$ cat config.mk
export PLATFORM = sky130hd
export DESIGN_NAME = epc_linerx_flat
export DESIGN_NICKNAME = d
export VERILOG_FILES = /design/src/rtl/epc_linerx_if.sv /design/src/rtl/epc_linerx.sv /design/src/flat_wrapper.sv
export SDC_FILE = /design/constraint.sdc
export NUM_CORES = 1
export LEC_CHECK = 0
export CELL_PAD_IN_SITES_DETAIL_PLACEMENT = 0
export CELL_PAD_IN_SITES_GLOBAL_PLACEMENT = 1
export CORE_ASPECT_RATIO = 1.1
export CORE_MARGIN = 10
export CORE_UTILIZATION = 40
export CTS_CLUSTER_DIAMETER = 100
export DETAILED_ROUTE_END_ITERATION = 10
export GPL_TIMING_DRIVEN = 0
export PLACE_DENSITY_LB_ADDON = 0.1
export SYNTH_ARGS = -nofsm -noshare
export SYNTH_HDL_FRONTEND = slang
export SYNTH_SLANG_ARGS = --single-unit
$ cat constraint.sdc
create_clock -name epcclk -period 14.8 [get_ports epcclk]
set_input_delay 2.96 -clock epcclk [delete_from_list [all_inputs] [get_ports epcclk]]
set_output_delay 2.96 -clock epcclk [all_outputs]
set_load 0.01 [all_outputs]
$ cat src/rtl/epc_linerx_if.sv
// rtl/epc_linerx_if.sv - bit-decoder-to-receiver handshake and result bus for epc_linerx
interface epc_linerx_if #(parameter int NDATA = 112);
    logic             start;
    logic             bitin;
    logic             bitvalid;
    logic [NDATA-1:0] epcword;
    logic             busy;
    logic             epcdone;
    logic             crcok;
    logic             lenok;
    logic             overrun;

    modport master (
        output start, bitin, bitvalid,
        input  epcword, busy, epcdone, crcok, lenok, overrun
    );

    modport slave (
        input  start, bitin, bitvalid,
        output epcword, busy, epcdone, crcok, lenok, overrun
    );
endinterface

$ cat src/rtl/epc_linerx.sv
// rtl/epc_linerx.sv - PC+EPC backscatter frame receiver with CRC-16 and PC length check
module epc_linerx #(
    parameter int NDATA     = 112,
    parameter int CRC_EN    = 1,
    parameter int EPC_WORDS = 6
) (
    input  logic          epcclk,
    input  logic          reset,
    epc_linerx_if.slave   bus
);
    typedef enum logic [1:0] {IDLE, DATA, CRC, DONE} state_t;

    state_t           state_q;
    logic [6:0]       cnt_q;
    logic [NDATA-1:0] word_q, word_d;
    logic [15:0]      acc_q, acc_d;
    logic [15:0]      rxcrc_q, rxcrc_d;
    logic             busy_q, done_q, crcok_q, lenok_q, overrun_q;

    always_comb begin
        word_d  = {word_q[NDATA-2:0], bus.bitin};
        acc_d   = {acc_q[14:0], 1'b0} ^ ((acc_q[15] ^ bus.bitin) ? 16'h1021 : 16'h0000);
        rxcrc_d = {rxcrc_q[14:0], bus.bitin};
    end

    // start overrides everything, including a bitvalid in the same cycle
    always_ff @(posedge epcclk or posedge reset) begin
        if (reset) begin
            state_q   <= IDLE;
            cnt_q     <= '0;
            word_q    <= '0;
            acc_q     <= '0;
            rxcrc_q   <= '0;
            busy_q    <= 1'b0;
            done_q    <= 1'b0;
            crcok_q   <= 1'b0;
            lenok_q   <= 1'b0;
            overrun_q <= 1'b0;
        end else if (bus.start) begin
            state_q   <= DATA;
            cnt_q     <= 7'(NDATA - 1);
            word_q    <= '0;
            acc_q     <= 16'hFFFF;
            rxcrc_q   <= '0;
            busy_q    <= 1'b1;
            done_q    <= 1'b0;
            crcok_q   <= 1'b0;
            lenok_q   <= 1'b0;
            overrun_q <= 1'b0;
        end else if (bus.bitvalid) begin
            case (state_q)
                DATA: begin
                    word_q <= word_d;
                    acc_q  <= acc_d;
                    if (cnt_q == 7'd0) begin
                        if (CRC_EN != 0) begin
                            state_q <= CRC;
                            cnt_q   <= 7'd15;
                        end else begin
                            state_q <= DONE;
                            busy_q  <= 1'b0;
                            done_q  <= 1'b1;
                            crcok_q <= 1'b1;
                            lenok_q <= (word_d[NDATA-1 -: 5] == 5'(EPC_WORDS));
                        end
                    end else begin
                        cnt_q <= cnt_q - 7'd1;
                    end
                end
                CRC: begin
                    rxcrc_q <= rxcrc_d;
                    if (cnt_q == 7'd0) begin
                        state_q <= DONE;
                        busy_q  <= 1'b0;
                        done_q  <= 1'b1;
                        crcok_q <= (rxcrc_d == ~acc_q);
                        lenok_q <= (word_q[NDATA-1 -: 5] == 5'(EPC_WORDS));
                    end else begin
                        cnt_q <= cnt_q - 7'd1;
                    end
                end
                DONE:    overrun_q <= 1'b1;
                default: ;
            endcase
        end
    end

    assign bus.epcword = word_q;
    assign bus.busy    = busy_q;
    assign bus.epcdone = done_q;
    assign bus.crcok   = crcok_q;
    assign bus.lenok   = lenok_q;
    assign bus.overrun = overrun_q;
endmodule

$ cat src/flat_wrapper.sv
// flat-port wrapper written by rule: the top's interface ports become plain ports
module epc_linerx_flat 
#(
    parameter int NDATA     = 112,
    parameter int CRC_EN    = 1,
    parameter int EPC_WORDS = 6
)
  (epcclk, reset, bus_start, bus_bitin, bus_bitvalid, bus_epcword, bus_busy, bus_epcdone, bus_crcok, bus_lenok, bus_overrun);
  epc_linerx_if #(.NDATA(NDATA)) bus_i ();
  input  logic epcclk;
  input  logic reset;
  input wire logic [$bits(bus_i.start)-1:0] bus_start;
  input wire logic [$bits(bus_i.bitin)-1:0] bus_bitin;
  input wire logic [$bits(bus_i.bitvalid)-1:0] bus_bitvalid;
  output wire logic [$bits(bus_i.epcword)-1:0] bus_epcword;
  output wire logic [$bits(bus_i.busy)-1:0] bus_busy;
  output wire logic [$bits(bus_i.epcdone)-1:0] bus_epcdone;
  output wire logic [$bits(bus_i.crcok)-1:0] bus_crcok;
  output wire logic [$bits(bus_i.lenok)-1:0] bus_lenok;
  output wire logic [$bits(bus_i.overrun)-1:0] bus_overrun;
  assign bus_i.start = bus_start;
  assign bus_i.bitin = bus_bitin;
  assign bus_i.bitvalid = bus_bitvalid;
  assign bus_epcword = bus_i.epcword;
  assign bus_busy = bus_i.busy;
  assign bus_epcdone = bus_i.epcdone;
  assign bus_crcok = bus_i.crcok;
  assign bus_lenok = bus_i.lenok;
  assign bus_overrun = bus_i.overrun;
  epc_linerx #(.NDATA(NDATA), .CRC_EN(CRC_EN), .EPC_WORDS(EPC_WORDS)) u_core (.epcclk(epcclk), .reset(reset), .bus(bus_i));
endmodule
==> impl_metrics.tcl <==
set metrics [dict create \
    status "finished, final reports clean" \
    die_area_um2 20470 \
    dr.pass1.iters 4 \
    clk_pin_slew_worst_paths_ns 0.06 \
    power_mw 0.8690 \
    fillers 1332 \
    via_per_inst 5.287 \
    grt_pass1_wl_um 24360 \
    boundaryPins 122 \
    power_density_nw_per_um2 107.8 \
    die_w_um 137.3 \
    io_buffers 120 \
    routabilityCongestion 0.7795 \
    synth_fp_nets 437 \
    hold_buffers 0 \
    p_leak_nw 3.540 \
    vias 4113 \
    core_area_um2 14940 \
    min_path_cells 1 \
    die_h_um 149.1 \
    post_cts_resized 0 \
    numCtsBuffers 17 \
    grt_max_degree 84 \
    ys_async_sr_fraction_pct 100.0 \
    cts_htree_levels 4 \
    synth-main-ff-cell "dfrtp_1" \
    drc 0 \
    ys_types 44 \
    cts-root-buf "clkbuf_16" \
    antenna_found_initial 0 \
    ir_worst_vdd_uv 75.63 \
    finalClockSkew_ns 0.01021 \
    fin_crit_ns 4.475 \
    wl_per_cell_um 18.97 \
    finalCritPeriodShare_pct 30.24 \
    relSlewSlack_pct 54.04 \
    fin_tns_setup_ns 0 \
    yosysWarnings 0 \
    syn2layout_area_growth_pct 33.13 \
    min_to "u_core.bus.lenok$_DFFE_PP0P_" \
    crit_fanout 10 \
    worstPathRequired_ns 15.15 \
    r2r_cells 6 \
    r2r_setup_slack_ns 13.02 \
    clk-insertion-delay-late_ns 0.41 \
    netlist_area_um2 6057 \
    min_path_type "reg2reg" \
    tightestPinTransition_ns 0.6894 \
    n_antenna_cell 0 \
    worst-setup-path-type "in2reg" \
    track_usage_pct 15.06 \
    cts_setup_buffers 0 \
    drv_cap 0 \
    drtIter0Drc 228 \
    avgSynthCellArea_um2 14.09 \
    regArea_um2 3929 \
    setup_viol 0 \
    max_freq_mhz 223.5 \
    r2r-end "u_core.state_q[0]$_DFFE_PP0P_" \
    start_util_pct 40.55 \
    wl_um 14760 \
    fin_nets 577 \
    postRouteAntennaNets 0 \
    worstSetupStartpointType "input pin" \
    clock_sinks 157 \
    gr-total-overflow 0 \
    hold-worst-slack_ns 0.4834 \
    hpwl_um 10260 \
    synth-edff-count 0 \
    r2r-start "u_core.cnt_q[0]$_DFFE_PP0P_" \
    arrival_ns 4.82 \
    syn_inst 430 \
    drive_above_1_share_pct 9.622 \
    critPathCaptureType "flop" \
    synth_seq_cells 157 \
    grt_pass1_vias 4406 \
    yosysSeqAreaShare_pct 64.86 \
    drv_slew 0 \
    cts_tree "done" \
    multi_input_area_um2 1894 \
    hold_viol 0 \
    rows 47 \
    rsz0062_at_grt "false" \
    cts_max_path_buffers 2 \
    hp-start "u_core.bus.lenok$_DFFE_PP0P_" \
]
## metal layers
metal  vias to the layer above  wire length [um]  GRT usage [%]
met5                         -                 0              0
met4                         0               177          5.063
met3                        13              1380          7.615
met2                        79              6920          22.47
met1                      2106              6283          18.50
li1                       1915                 -              -
## metrics by stage
stage | instance area (um2) | setup WS [ns] | instances | util (%)
floorplan | 6057 | 7.605 | 430 | -
global placement | 7503 | 5.579 | 746 | 50.23
detailed placement | 7536 | 9.851 | 747 | 50.45
CTS | 8064 | 10.27 | 778 | 53.99
global route | 8064 | 10.16 | 778 | 53.99
finish | 8064 | 10.33 | 778 | 53.99
## how the worst max path moves through the flow
| stage | depth (start not counted) | startpoint | to |
|---|---|---|---|
| 2_1_floorplan | 1 | reset | u_core.acc_q[0]$_DFFE_PP0P_ |
| 3_3_place_gp | 2 | reset | u_core.rxcrc_q[8]$_DFFE_PP0P_ |
| 3_5_place_dp | 6 | bus_bitvalid | u_core.bus.epcword[30]$_DFFE_PP0P_ |
| 4_1_cts | 6 | bus_bitvalid | u_core.bus.epcword[30]$_DFFE_PP0P_ |
| 5_1_grt | 6 | bus_bitvalid | u_core.bus.epcword[32]$_DFFE_PP0P_ |
| 6_report | 6 | bus_bitvalid | u_core.bus.epcword[60]$_DFFE_PP0P_ |
## synth_stat cells, types with 2 or more instances
cell       instances  area, um2
clkbuf_1          11      41.29
nor4_1             5      31.28
a21oi_1            6      30.03
nand2_1            4      15.01
o22ai_1            2      12.51
dfrtp_1          157       3929
nand2b_1           3      18.77
and3_1             2      12.51
nor2b_1            2      12.51
nor3_1             2      10.01
a22o_1           125       1095
nand3_1            2      10.01
o21bai_1           2      15.01
o22a_1            14      122.6
inv_1              7      26.28
a31oi_1            5      31.28
buf_2             16      80.08
o21ai_0            4      20.02
ha_1               2      25.02
buf_6              7      78.83
xnor2_1           19      166.4
o21a_1             2      15.01
nor2_1             7      26.28
o2bb2ai_1          4      35.03
## layout by cell type, fill, tap and decap left out, types with 2 or more instances in the layout
cell / count
o22ai_1: 2
nand2_1: 4
o21ai_0: 4
a21oi_1: 6
clkdlybuf4s50_1: 120
o21bai_1: 2
nor4_1: 5
nand3_1: 2
a22o_1: 125
nand2b_1: 3
xnor2_1: 19
o22a_1: 14
buf_2: 16
clkbuf_1: 17
nor3_1: 2
nor2_1: 7
o21a_1: 2
o2bb2ai_1: 4
inv_1: 6
buf_6: 7
nor2b_1: 2
and3_1: 2
clkinv_2: 4
clkbuf_16: 17
a31oi_1: 5
ha_1: 2
dfrtp_1: 157
## flip-flops by register name, summed over array words and instances (netlist names)
name and flops:
u_core.bus.epcword 112, u_core.rxcrc_q 15, u_core.cnt_q 7, u_core.bus.epcdone 1
u_core.acc_q 16, u_core.bus.busy 1, u_core.bus.crcok 1, u_core.bus.overrun 1
u_core.bus.lenok 1, u_core.state_q 2
## cell families (layout without fill, tap and decap cells)
| kind of cell | Yosys count | after routing | synth area share (%) |
|---|---|---|---|
| buffers and inverters | 42 | 194 | 3.863 |
| DFF | 157 | 157 | 64.86 |
| and+or+nand+nor | 37 | 37 | 3.781 |
| xor gates and xnor gates | 20 | 20 | 2.892 |
| muxes | 1 | 1 | 0.1653 |
| AOI/OAI and AO/OA | 171 | 171 | 24.02 |
| adders and majority gates | 2 | 2 | 0.4131 |
## power by group
part / switching [mW] / internal, mW / leakage (nW) / total, mW
sequential: 0.00234 / 0.432 / 2.07 / 0.434
combinational: 0.0271 / 0.0115 / 1.21 / 0.0386
clock: 0.162 / 0.234 / 0.258 / 0.396
total: 0.192 / 0.677 / 3.54 / 0.869
## layout make-up
| type | count | area share, % |
|---|---|---|
| Inverter | 7 | 0.3879 |
| Timing Repair Buffer | 121 | 15.24 |
| Clock inverter | 7 | 0.8223 |
| Tap cell | 196 | 3.041 |
| Sequential cell | 157 | 48.72 |
| Clock buffer | 24 | 5.725 |
| Multi-Input combinational cell | 231 | 23.49 |
| Buffer | 35 | 2.576 |
## worst max-delay path, stage by stage
cell and delay (ns):
clkdlybuf4s50_1 0.60, nand2_2 0.13, nor3_2 0.36, buf_2 0.33, buf_2 0.26, a22o_1 0.17
Power figures use the tool's default switching activity.
